===== config.mk =====
export PLATFORM = sky130hd
export DESIGN_NAME = uart_rx
export DESIGN_NICKNAME = d
export VERILOG_FILES = /design/src/rtl/uart_rx.sv
export SDC_FILE = /design/constraint.sdc
export NUM_CORES = 1
export LEC_CHECK = 0
export BUFFER_PORTS_ARGS = -buffer_cell sky130_fd_sc_hd__clkbuf_2
export CAP_MARGIN = 40
export CORE_AREA = 2 2 78 80
export DETAILED_ROUTE_END_ITERATION = 12
export DIE_AREA = 0 0 80 82
export PLACE_DENSITY = 0.46
export SETUP_SLACK_MARGIN = 0.3
export SLEW_MARGIN = 30
export SYNTH_ARGS = -nofsm -noshare
export SYNTH_HDL_FRONTEND = slang
export SYNTH_SLANG_ARGS = --single-unit
export TNS_END_PERCENT = 10

===== constraint.sdc =====
create_clock -name clk -period 2.1 [get_ports clk]
set_clock_uncertainty 0.05 [all_clocks]
set_input_delay 0.63 -clock clk [delete_from_list [all_inputs] [get_ports clk]]
set_output_delay 0.63 -clock clk [all_outputs]
set_load 0.05 [all_outputs]

===== src/rtl/uart_rx.sv =====
// 8N1 UART receiver: 16x oversampled start/data/stop recovery with a
// one-cycle strobe per byte (rx_done) or per bad stop bit (frame_err).
module uart_rx #(
    parameter int OVERSAMPLE = 16,
    parameter int DATA_BITS  = 8
) (
    input  logic                 clk,
    input  logic                 rst_n,
    input  logic                 tick,
    input  logic                 rxd,
    output logic [DATA_BITS-1:0] data_out,
    output logic                 rx_done,
    output logic                 frame_err,
    output logic                 busy
);

    localparam int SW = $clog2(OVERSAMPLE);
    localparam int BW = $clog2(DATA_BITS);

    localparam logic [SW-1:0] S_MID  = SW'(OVERSAMPLE / 2 - 1);
    localparam logic [SW-1:0] S_LAST = SW'(OVERSAMPLE - 1);
    localparam logic [BW-1:0] B_LAST = BW'(DATA_BITS - 1);

    typedef enum logic [1:0] {
        IDLE  = 2'b00,
        START = 2'b01,
        DATA  = 2'b10,
        STOP  = 2'b11
    } state_t;

    state_t               state_q;
    logic                 rxs_meta_q;
    logic                 rxs_q;
    logic                 rxs_dly_q;
    logic [SW-1:0]        s_cnt_q;
    logic [BW-1:0]        b_cnt_q;
    logic [DATA_BITS-1:0] shreg_q;
    logic [DATA_BITS-1:0] data_q;
    logic                 rx_done_q;
    logic                 frame_err_q;
    logic                 busy_q;

    // Synchronizer plus edge-detect flop; reset high so no false start edge.
    always_ff @(posedge clk) begin
        if (!rst_n) begin
            rxs_meta_q <= 1'b1;
            rxs_q      <= 1'b1;
            rxs_dly_q  <= 1'b1;
        end else begin
            rxs_meta_q <= rxd;
            rxs_q      <= rxs_meta_q;
            rxs_dly_q  <= rxs_q;
        end
    end

    always_ff @(posedge clk) begin
        if (!rst_n) begin
            state_q     <= IDLE;
            s_cnt_q     <= '0;
            b_cnt_q     <= '0;
            shreg_q     <= '0;
            data_q      <= '0;
            rx_done_q   <= 1'b0;
            frame_err_q <= 1'b0;
            busy_q      <= 1'b0;
        end else begin
            rx_done_q   <= 1'b0;
            frame_err_q <= 1'b0;
            case (state_q)
                IDLE: begin
                    // Edge detector runs every clk; a held-low line never retriggers.
                    if (rxs_dly_q && !rxs_q) begin
                        state_q <= START;
                        s_cnt_q <= '0;
                        busy_q  <= 1'b1;
                    end
                end
                START: begin
                    if (tick) begin
                        if (s_cnt_q == S_MID) begin
                            if (!rxs_q) begin
                                s_cnt_q <= '0;
                                b_cnt_q <= '0;
                                state_q <= DATA;
                            end else begin
                                state_q <= IDLE;
                                busy_q  <= 1'b0;
                            end
                        end else begin
                            s_cnt_q <= s_cnt_q + 1'b1;
                        end
                    end
                end
                DATA: begin
                    if (tick) begin
                        if (s_cnt_q == S_LAST) begin
                            shreg_q <= {rxs_q, shreg_q[DATA_BITS-1:1]};
                            s_cnt_q <= '0;
                            if (b_cnt_q == B_LAST) state_q <= STOP;
                            else                   b_cnt_q <= b_cnt_q + 1'b1;
                        end else begin
                            s_cnt_q <= s_cnt_q + 1'b1;
                        end
                    end
                end
                STOP: begin
                    if (tick) begin
                        if (s_cnt_q == S_LAST) begin
                            state_q <= IDLE;
                            busy_q  <= 1'b0;
                            if (rxs_q) begin
                                data_q    <= shreg_q;
                                rx_done_q <= 1'b1;
                            end else begin
                                frame_err_q <= 1'b1;
                            end
                        end else begin
                            s_cnt_q <= s_cnt_q + 1'b1;
                        end
                    end
                end
                default: begin
                    state_q <= IDLE;
                    busy_q  <= 1'b0;
                end
            endcase
        end
    end

    assign data_out  = data_q;
    assign rx_done   = rx_done_q;
    assign frame_err = frame_err_q;
    assign busy      = busy_q;

endmodule


# Word level (Yosys, flattened, before mapping)
# Cells that the tools add are included.
# classes
add_sub_neg	2
n_reduce_logical	12
n_mux	35
n_eq_ne	19
# ops
op	count
$mux W4	8
$ne A2 B2 Y1 const B	12
$mux W2	9
$mux W3	6
$pmux W4 S4	1
$reduce_and A7 Y1	2
$mux W1	8
$pmux W2 S4	1
$reduce_and A4 Y1	2
$reduce_and A8 Y1	1
$pmux W3 S2	1
$reduce_and A6 Y1	1
$add A4 B1 Y4 const B	1
$eq A2 B2 Y1 const B	2
$eq A4 B3 Y1 const B	1
$eq A4 B4 Y1 const B	1
$add A3 B1 Y3 const B	1
$eq A3 B3 Y1 const B	1
$ne A3 B3 Y1 const B	1
$pmux W1 S3	1
$reduce_and A3 Y1	1
$reduce_bool A3 Y1	1
$eq A2 B1 Y1 const B	1
$logic_not A2 Y1	1
3 further kinds	3
# word_totals
word_cells	79
in_bits	4
ff_bits	31
output_inout_bits	11

# Longest topological paths before layout
# Gate-level depths: netlist of run 1.
# depth
ltp_word	5
mapped_depth	6
depth_no_buf	6

# Worst setup path before layout of run 1
# Ideal clock, no wire load.
# synth_path
path_kind	register to register
from	register b_cnt_q[0]
to	register b_cnt_q[0]
synth_period_minus_slack_ns	1.778
path_stages_with_launch	7
t_arrival_ns	1.658
required_time_ns	1.980
setup_slack_ns	0.322
n_path_buf	0
cell_sequence	dfxtp_1 ha_1 ha_1 and4bb_2 o21bai_2 or4b_1 a21boi_1
# synth_between
elab_chain_cells	5
word_cells_on_any_way	8
# synth_lines
item	line_no	source
from (decl)	36	logic [BW-1:0] b_cnt_q;
from (signal assigned)	100	else b_cnt_q <= b_cnt_q + 1'b1;
$add A3 B1 Y3	100	
$mux W3	99	if (b_cnt_q == B_LAST) state_q <= STOP;
$mux W3	96	if (s_cnt_q == S_LAST) begin
$mux W3	95	if (tick) begin
$pmux W3 S2	69	case (state_q)
# Parallel ways exist; a longest one is shown, timed or not. The select of a mux whose other input is x is not followed.
# A chain may end at the register's enable or synchronous reset.

# Worst setup path in the final report of run 1
# layout_path
from	register b_cnt_q[1]
to	register b_cnt_q[0]
# layout_between
elab_chain_cells	3
# layout_lines
item	line_no
$eq A3 B3 Y1	99
$ne A2 B2 Y1 (no line)	--
$reduce_and A7 Y1 (no line)	--
# Every way passes these cells.

==> qor.txt, run 1 <==
Status: finished clean
TNS Setup: 0 ns
M1 wire length: 1380 microns
Fin nets: 164
Post-Route WL: 2740 microns
Most frequent CP cell: ha_4
MaxCap Viol Count: 0
Max-slew violation count: 0
Port Buf Inserts: 14
Setup repair after global routing missed its margin: true
Total Routing Usage GR: 9.35%
WL/cell: 11.8 microns
Fmax: 564 MHz
Overflow after GRT: 0
Die H: 82 microns
H-tree level count: 2
CP peak stage delay: 0.51 ns
Worst rel slew slack: 72.5%
Vias in the first global route: 1008
Tmin final: 1.77 ns
# IOs: 15
CTS Buffer Depth: 2
Crit Path Class: flip-flop to flip-flop
Root Buffer: clkbuf_8
Slew of the pin with the lowest slew margin: 0.410 ns
EDFF count, synth: 0
Synthesized area per cell: 10.4 sq um
Routed Antenna Nets: 0
Worst-Skew Late Latency: 0.28 ns
Area growth from synthesis to layout: 23.8%
DR top layer: met4
Hold-fix buffers at CTS: 0
Ys Warns: 0
Final Hold Fails: 0
Layout Cells excl Fill: 233
Post-synthesis sequential area ratio: 44.3%
Smallest hold slack: 0.359 ns
Fillers: 617
DIE AREA: 6560 sq um
CTS Buf Count: 5
Syn_nets: 142
Final setup viols: 0
Met2 wire len: 1200 microns
Peak VDD IR: 0.320 mV
FP Rows: 28
Period utilisation layout: 84.4%
Most common cell after layout, fill and taps aside: dfxtp_1
Post-route cell area: 1730 sq um
CTS Sinks: 31
Initial antenna violation count: 0
Worst path slowest cell: or4b_4
Antenna Cells: 0
Drt pass-1 iters: 4
Hold crit path type: flip-flop to flip-flop
Residual DRC: 0
Initial drt markers: 43
Most frequent cells in the layout: dfxtp_1, nor2b_1, mux2i_1
Initial Utilization: 24.4%
Ys async rst share: 0%
CP endpoint kind: flip-flop
Synthesized flop and latch total: 31
CP required: 2.26 ns
Placed Instances: 223
HPWL after DPL: 1890 microns
Clock-pin slew on the worst setup and hold paths: 0.07 ns
Vias per Instance: 4.46
P_leak: 0.605 nW
Fin util: 30.2%
Pin count of the biggest net entering global routing: 20
Placed cell areas: 1580 sq um
Synthesized area: 1400 sq um
CTS tree: built
Top FF cell, synth: dfxtp_1
Gate Count Post-Synth: 135
Distinct cells, synth: 40
First-pass GRT wire length: 4720 microns
Worst path arrival time: 1.93 ns
Floorplan core area: 5750 sq um
Routed wl met3: 126 microns
Final Wtd Congestion: 0.805
CP Launch Type: flip-flop
Die W: 80 microns
PwrDens: 642 nW/um^2
CP Max Fanout: 2
Routed via count: 1039
Layout cells sized above 1: 31.0%
CP cell instances: ha_4, ha_4, and4bb_2, o21bai_4, or4b_4, a21boi_2
-- where the power goes --
part,switching (mW),total [mW],internal (mW)
Sequential,0.0104,0.604,0.594
Clock,0.226,0.458,0.231
Combinational,0.0258,0.0511,0.0253
-- layout make-up --
cell class / instances / area [sq um] / area share, %
clock buffer: 6 / 72.6 / 4.19
clock inverter: 2 / 12.5 / 0.722
inverter: 1 / 3.75 / 0.217
multi-input combinational: 97 / 801 / 46.2
sequential: 31 / 627 / 36.2
tap: 75 / 93.8 / 5.42
timing repair buffer: 21 / 123 / 7.08
-- cell families after synthesis --
kind of cell | Yosys count | synth area share, %
flops | 31 | 44.3
buf+inv | 7 | 2.14
simple gates | 54 | 26.8
compound gates | 21 | 10.5
fa+ha+maj | 3 | 2.68
xor+xnor | 1 | 0.626
mux | 18 | 12.9
-- per-stage QoR --
| step | worst slack (ns) | power [mW] |
|---|---|---|
| 4_1_cts | 0.312 | 1.13 |
| 3_3_place_gp | 0.221 | 0.666 |
| 5_1_grt | 0.281 | 1.17 |
| 6_report | 0.327 | 1.11 |
| 2_1_floorplan | 0.322 | 0.649 |
| 3_5_place_dp | 0.186 | 0.667 |
-- synthesized netlist by cell type (2+ instances only) --
library cell,number,share of area (%)
a21boi_0,2,1.1
a21o_1,2,1.1
a21oi_1,4,1.4
and2_1,2,0.89
and3b_1,2,1.3
buf_2,3,1.1
clkbuf_1,3,0.80
dfxtp_1,31,44
ha_1,3,2.7
mux2i_1,18,13
nand2_1,3,0.80
nand2b_1,3,1.3
nand3_1,4,1.4
nand4b_1,2,1.3
nor2_1,5,1.3
nor2b_1,19,8.5
o21ai_0,5,1.8
o221a_2,2,1.6
-- state kept, by name (all words and copies together) (netlist names), named ones only --
signal and cells:
state_q 1, b_cnt_q 3, rxs_q 1, data_out 8
shreg_q 8, rxs_dly_q 1, busy 1, frame_err 1
rx_done 1, s_cnt_q 4, rxs_meta_q 1
-- per-layer routing --
| metal | global-route usage (%) | vias up |
|---|---|---|
| met5 | 0 | - |
| met4 | 3.73 | 0 |
| met3 | 3.30 | 7 |
| met2 | 14.9 | 25 |
| met1 | 11.5 | 481 |
| li1 | - | 526 |
-- repair_timing --
item                                    4_1_cts  5_1_grt
cloned                                        0        0
hold endpoints to repair                      0        0
endpoints found under the setup margin        1        5
setup buffers                                 1        1
resized for setup                             6        8
pin swaps                                     4        3
-- worst paths after layout --
path / slack (ns) / end / cells after the start / startpoint
setup / recovery: 0.33 / b_cnt_q[0] / 6 / b_cnt_q[1]
hold / removal: 0.36 / rxs_q / 1 / rxs_meta_q
setup reg to reg: 0.33 / b_cnt_q[0] / 6 / b_cnt_q[1]
hold reg to reg: 0.36 / rxs_q / 1 / rxs_meta_q
-- critical path, delay by kind of cell, from the launching register on --
family          cells  cell delay (ns)
simple gates        2             0.82
fa+ha+maj           2             0.31
flops               1             0.34
compound gates      2             0.18
No activity file was read; power rests on OpenSTA's default activity.
==> run 2: changes to the inputs <==
--- a/config.mk
+++ b/config.mk
@@ -5,11 +5,12 @@
 export SDC_FILE = /design/constraint.sdc
 export NUM_CORES = 1
 export LEC_CHECK = 0
+export ABC_AREA = 1
 export BUFFER_PORTS_ARGS = -buffer_cell sky130_fd_sc_hd__clkbuf_2
 export CAP_MARGIN = 40
-export CORE_AREA = 2 2 78 80
+export CORE_AREA = 2 2 77 79
 export DETAILED_ROUTE_END_ITERATION = 12
-export DIE_AREA = 0 0 80 82
+export DIE_AREA = 0 0 79 81
 export PLACE_DENSITY = 0.46
 export SETUP_SLACK_MARGIN = 0.3
 export SLEW_MARGIN = 30
==> constraint.sdc (replaced) <==
create_clock -name clk -period 1.7 [get_ports clk]
set_clock_uncertainty 0.05 [all_clocks]
set_input_delay 0.51 -clock clk [delete_from_list [all_inputs] [get_ports clk]]
set_output_delay 0.51 -clock clk [all_outputs]
set_load 0.05 [all_outputs]
==> run 2 against run 1 <==
- synthesized cell count grew 37%
- global-route usage up 0.68 points
- via count increased by 20%
- die area fell by 2.5%
- register-to-register slack is essentially flat
- sequential cell count unchanged
- sequential power up 25%
- count of clock-buffer cells in the layout is the same
- design area increased by 8.8%
- total power rose by 48%
- worst hold slack worse by 0.0044 ns
- critical path depth down 5
- critical path type is now flip-flop to primary output
- highest routed layer unchanged
==> qor.txt, run 2 <==
Initial drt markers: 81 (+88%)
PwrDens: 876 nW/um^2 (+36%)
CTS Buf Count: 5 (unchanged)
Fin nets: 221 (+35%)
DIE AREA: 6400 sq um (-2.5%)
MaxCap Viol Count: 0 (unchanged)
Status: finished clean
Post-Route WL: 3090 microns (+13%)
CTS Sinks: 31 (unchanged)
Peak VDD IR: 0.372 mV (+16%)
Gate Count Post-Synth: 185 (+37%)
Fillers: 600 (-2.8%)
Reg-to-Reg End: shreg_q[7]
TNS Setup: 0 ns (unchanged)
Final setup viols: 0 (unchanged)
M1 wire length: 1480 microns (+7.0%)
Initial antenna violation count: 0 (unchanged)
Setup repair after global routing missed its margin: true
Placed cell areas: 1540 sq um (-2.0%)
Clk network pwr share: 46.0% (+4.9 points)
Routed via count: 1248 (+20%)
Int Pwr: 1.27 mW (+49%)
Layout Cells excl Fill: 290 (+24%)
Slew of the pin with the lowest slew margin: 0.279 ns (-0.132 ns)
Clock-pin slew on the worst setup and hold paths: 0.07 ns (about the same)
Top FF cell, synth: dfxtp_1
Internal reg-to-reg setup slack: 0.32 ns (about the same)
HPWL after DPL: 2050 microns (+8.1%)
WL/cell: 10.6 microns (-9.6%)
Vias per Instance: 4.30 (-3.5%)
CTS tree: built
Placed Instances: 275 (+23%)
Die W: 79 microns (-1.3%)
CP peak stage delay: 0.33 ns (-0.18 ns)
Synthesized area: 1370 sq um (-2.5%)
Antenna Cells: 0 (unchanged)
Worst r2r path cells: 7 (+1)
Ys async rst share: 0% (unchanged)
P_leak: 0.800 nW (+32%)
Die H: 81 microns (-1.2%)
Total Power: 1.65 mW (+48%)
WHS Endpoint: rxs_meta_q
CP Launch Type: flip-flop
Syn_nets: 192 (+35%)
Worst Min Path Start: rxd
Final Hold Fails: 0 (unchanged)
Ys Warns: 0 (unchanged)
Comb pwr share: 8.4% (+3.8 points)
Top-count cell post-synth: nor2_1
CP required: 1.14 ns (-1.12 ns)
Crit. path cell count: 1 (-5)
Floorplan core area: 5680 sq um (-1.2%)
Routed wl met3: 160 microns (+27%)
Switching pwr: 386 uW (+47%)
CP cell instances: clkbuf_4
Initial Utilization: 24.1% (-0.32 points)
Post-synthesis sequential area ratio: 45.5% (+1.1 points)
Overflow after GRT: 0 (unchanged)
Met2 wire len: 1380 microns (+15%)
Most frequent cells after synthesis: nor2_1, dfxtp_1, nand2_1
Vias in the first global route: 1101 (+9.2%)
Fmax: 709 MHz
Routed Antenna Nets: 0 (unchanged)
Distinct cells, synth: 21 (-48%)
Tmin final: 1.41 ns
Worst hold stages: 2 (+1)
Worst path arrival time: 0.85 ns (-1.08 ns)
Root Buffer: clkbuf_8
Final Wtd Congestion: 0.775 (-3.8%)
Area fraction of the dominant cell type after synthesis: 45.5% (+1.1 points)
Most frequent cells in the layout: nor2_1, dfxtp_1, nand2_1
Layout cells sized above 1: 37.2% (+6.2 points)
DR top layer: met4
CTS Buffer Depth: 2 (unchanged)
Switching Share: 23.4% (-0.24 points)
Ranking of synthesized cells by area: dfxtp_1, nor2_1, nand2_1, o21ai_0, nand3_1
Worst-Skew Late Latency: 0.29 ns (about the same)
Period utilisation layout: 82.9%
Cell taking the most area after synthesis: dfxtp_1
CP endpoint kind: primary output
Most common cell after layout, fill and taps aside: nor2_1
CP Buf/Inv Count: 1 (+1)
# IOs: 15 (unchanged)
Drt pass-1 iters: 4 (unchanged)
Max-slew violation count: 0 (unchanged)
Smallest hold slack: 0.354 ns (-0.00441 ns)
First-pass GRT wire length: 4960 microns (+5.1%)
Pin count of the biggest net entering global routing: 24 (+20%)
FP Rows: 28 (unchanged)
H-tree level count: 2 (unchanged)
Area growth from synthesis to layout: 38.1%
Port Buf Inserts: 14 (unchanged)
Hold crit path type: input port to flip-flop
CP Max Fanout: 2 (unchanged)
Crit Path Class: flip-flop to primary output
Sequential fraction of design power: 45.6% (-8.7 points)
Post-route cell area: 1890 sq um (+8.8%)
Residual DRC: 0 (unchanged)
EDFF count, synth: 0 (unchanged)
Total Routing Usage GR: 10.0% (+0.68 points)
Delay-heaviest family, CP: flip-flops
Synthesized flop and latch total: 31 (unchanged)
Worst path slowest cell: dfxtp_1
Synthesized area per cell: 7.38 sq um (-29%)
Worst rel slew slack: 81.3% (+8.8 points)
==> run 2: area by class of cell <==
type / count / area (sq um) / area share, %
timing repair buffer: 24 / 190 / 10.1
inverter: 17 / 68.8 / 3.65
tap: 75 / 93.8 / 4.98
sequential: 31 / 637 / 33.8
multi-input combinational: 135 / 778 / 41.3
clock buffer: 6 / 82.6 / 4.38
clock inverter: 2 / 35.0 / 1.86
==> run 2: power groups by stage <==
stage                     combinational, mW  sequential [mW]  clock (mW)
after floorplan                      0.0777            0.771           0
after global placement                0.119            0.769           0
after detailed placement              0.117            0.769           0
after CTS                             0.123            0.756       0.785
after global routing                  0.155            0.755       0.810
final                                 0.139            0.754       0.759
==> run 2: cells by family (layout without fill, tap and decap cells) <==
| family | Yosys count | in the layout | synth area share (%) |
|---|---|---|---|
| simple gates | 102 | 102 | 35.6 |
| compound gates | 30 | 30 | 11.0 |
| fa+ha+maj | 3 | 3 | 2.75 |
| buf+inv | 19 | 49 | 5.22 |
| flops | 31 | 31 | 45.5 |
==> run 2: repair_timing <==
| item | CTS | global route |
|---|---|---|
| endpoints found under the setup margin | 38 | 37 |
| gates resized for setup | 27 | 36 |
| setup buffers | 2 | 5 |
| pin swaps | 3 | 13 |
| hold buffers | 0 | 0 |
==> run 2: metrics by stage <==
| step | util (%) | setup WS, ns |
|---|---|---|
| after floorplan | - | 0.298 |
| after global placement | 27.2 | 0.0672 |
| after detailed placement | 27.2 | 0.116 |
| after CTS | 30.8 | 0.275 |
| after global routing | 33.2 | 0.231 |
| final | 33.2 | 0.290 |
==> run 2: worst max-delay path by stage <==
stage,start,slack [ns],endpoint
after floorplan,s_cnt_q[0],0.30,flip-flop
after global placement,tick,0.07,shreg_q[4]
after detailed placement,s_cnt_q[1],0.12,data_out[2]
after CTS,frame_err,0.28,frame_err
after global routing,flip-flop,0.23,shreg_q[7]
final,data_out[4],0.29,data_out[4]
==> run 2: per-layer routing <==
metal  vias up  GRT usage [%]
met5         -              0
met4         0           4.66
met3         7           3.78
met2        20           14.7
met1       561           13.1
li1        660              -
==> run 3: changes to the inputs <==
--- a/config.mk
+++ b/config.mk
@@ -11,7 +11,7 @@
 export CORE_AREA = 2 2 77 79
 export DETAILED_ROUTE_END_ITERATION = 12
 export DIE_AREA = 0 0 79 81
-export PLACE_DENSITY = 0.46
+export PLACE_DENSITY = 0.47
 export SETUP_SLACK_MARGIN = 0.3
 export SLEW_MARGIN = 30
 export SYNTH_ARGS = -nofsm -noshare
==> constraint.sdc (replaced) <==
create_clock -name clk -period 1.2 [get_ports clk]
set_clock_uncertainty 0.05 [all_clocks]
set_input_delay 0.36 -clock clk [delete_from_list [all_inputs] [get_ports clk]]
set_output_delay 0.36 -clock clk [all_outputs]
set_load 0.05 [all_outputs]
==> run 3 against run 2 <==
- the flow now finishes with violations (negative setup slack)
- register-to-register slack got worse by 0.49 ns
- routed wire length is 2.4% higher
- via count hardly changed
- worst hold slack got worse by 0.12 ns
- clock power grew 40%
- sequential cell count did not move
- critical path type is now flip-flop to flip-flop
- largest cell class unchanged
- largest power group is now registers
- highest routed layer unchanged
==> qor.txt, run 3 (same netlist as run 2, synthesis figures left out) <==
Initial antenna violation count: 0 (unchanged)
CP Max Fanout: 4 (+2)
Clock-pin slew on the worst setup and hold paths: 0.07 ns (about the same)
First-pass GRT wire length: 5330 microns (+7.4%)
Final Hold Fails: 0 (unchanged)
Die H: 81 microns (unchanged)
Layout Cells excl Fill: 306 (+5.5%)
CP endpoint kind: flip-flop
WHS Endpoint: rxs_meta_q
CP required: 1.33 ns (+0.19 ns)
Residual DRC: 0 (unchanged)
CTS Buf Count: 5 (unchanged)
Final Wtd Congestion: 0.792 (+2.2%)
Worst-Skew Late Latency: 0.28 ns (about the same)
Peak VDD IR: 0.635 mV (+71%)
Pin count of the biggest net entering global routing: 24 (unchanged)
Floorplan core area: 5680 sq um (unchanged)
Slew of the pin with the lowest slew margin: 0.212 ns (-0.0668 ns)
Worst path arrival time: 1.50 ns (+0.65 ns)
P_leak: 0.911 nW (+14%)
Initial Utilization: 24.1% (unchanged)
WL/cell: 10.3 microns (-3.0%)
Root Buffer: clkbuf_8
Routed Antenna Nets: 0 (unchanged)
Layout cells sized above 1: 46.3% (+9.1 points)
Setup repair after global routing missed its margin: true
CTS tree: built
Most common cell after layout, fill and taps aside: nor2_1
Vias in the first global route: 1218 (+11%)
Worst hold stages: 2 (unchanged)
Port Buf Inserts: 14 (unchanged)
Crit Path Class: flip-flop to flip-flop
Placed Instances: 297 (+8.0%)
Post-Route WL: 3160 microns (+2.4%)
Overflow after GRT: 0 (unchanged)
Initial drt markers: 67 (-17%)
DIE AREA: 6400 sq um (unchanged)
Reg2reg start: s_cnt_q[1]
Most frequent cells in the layout: nor2_1, buf_4, nand2_1
CTS Sinks: 31 (unchanged)
CP Launch Type: flip-flop
CTS Buffer Depth: 2 (unchanged)
Failing checks: negative setup slack
Drt pass-1 iters: 4 (unchanged)
Total Routing Usage GR: 10.5% (+0.51 points)
PwrDens: 1130 nW/um^2 (+29%)
Total Power: 2.37 mW (+43%)
Tmin final: 1.37 ns
Worst Min Path Start: rxd
Worst rel slew slack: 85.9% (+4.6 points)
Internal reg-to-reg setup slack: -0.17 ns (-0.49 ns)
Fin util: 36.9% (+3.6 points)
Routed via count: 1249 (+0.080%)
Die W: 79 microns (unchanged)
Period utilisation layout: 114%
FP Rows: 28 (unchanged)
HPWL after DPL: 2280 microns (+11%)
Hold crit path type: input port to flip-flop
Final WS setup: -0.167 ns (-0.458 ns)
Fmax: 731 MHz
Vias per Instance: 4.08 (-5.2%)
Worst r2r path cells: 8 (+1)
Area growth from synthesis to layout: 53.3%
Hold-fix buffers at CTS: 0 (unchanged)
Fin nets: 237 (+7.2%)
Max-slew violation count: 0 (unchanged)
Final setup viols: 26 (+26)
# IOs: 15 (unchanged)
MaxCap Viol Count: 0 (unchanged)
Antenna Cells: 0 (unchanged)
H-tree level count: 2 (unchanged)
Status: finished, violations left
[run 3: cell count changes in the layout (fill, tap and decap cells not counted), sizes merged]
cell | before | now
buf | 11 | 37
clkinvlp | 0 | 1
inv | 15 | 16
clkinv | 3 | 1
clkbuf | 19 | 9
[run 3: metrics by stage]
step | TNS, ns | hold WS [ns] | instance area (sq um) | setup WS [ns]
finish | -3.19 | 0.237 | 2090 | -0.167
global route | -6.14 | 0.224 | 2090 | -0.276
CTS | -3.35 | 0.227 | 2020 | -0.168
detailed placement | -3.63 | 0.352 | 1760 | -0.206
global placement | -3.13 | 0.345 | 1760 | -0.201
floorplan | -1.17 | 0.343 | 1410 | -0.104
[run 3: how the worst max path moves through the flow]
stage | cells after the start | endpoint | from
after CTS | 8 | s_cnt_q[3] | s_cnt_q[0]
after detailed placement | 10 | b_cnt_q[2] | b_cnt_q[1]
after global placement | 10 | b_cnt_q[2] | b_cnt_q[1]
after floorplan | 10 | b_cnt_q[1] | b_cnt_q[1]
final | 8 | flip-flop | s_cnt_q[1]
after global routing | 8 | b_cnt_q[2] | s_cnt_q[1]
[run 3: power by group]
group	switching, mW	total (mW)	internal, mW
registers	0.0193	1.07	1.05
logic	0.131	0.234	0.103
clock network	0.392	1.06	0.671
[run 3: worst max-delay path: stages (launching register included)]
cell and delay (ns):
dfxtp_2 0.35, ha_4 0.17, nand3_4 0.14, nand2_4 0.12
nand2_1 0.06, nor2_2 0.16, nand3_2 0.09, nand3_1 0.07
nand2_1 0.05
[run 3: area by class of cell]
class | instances | area, sq um
fill | 597 | 3580
multi-input combinational | 135 | 790
sequential | 31 | 643
timing repair buffer | 40 | 375
tap | 75 | 93.8
clock buffer | 6 | 82.6
inverter | 17 | 72.6
clock inverter | 2 | 35.0
[run 3: layer usage]
| metal | global-route usage, % | up-vias | share of wire, % |
|---|---|---|---|
| met2 | 17.7 | 15 | 47 |
| met3 | 2.67 | 6 | 2.3 |
| met5 | 0 | - | 0 |
| li1 | - | 684 | - |
| met1 | 13.0 | 544 | 49 |
| met4 | 4.14 | 0 | 1.9 |
[run 3: repair_timing]
action	in CTS	in global routing
setup endpoints to repair	39	41
gates resized for setup	47	24
buffers inserted	1	0
pin swaps	8	7
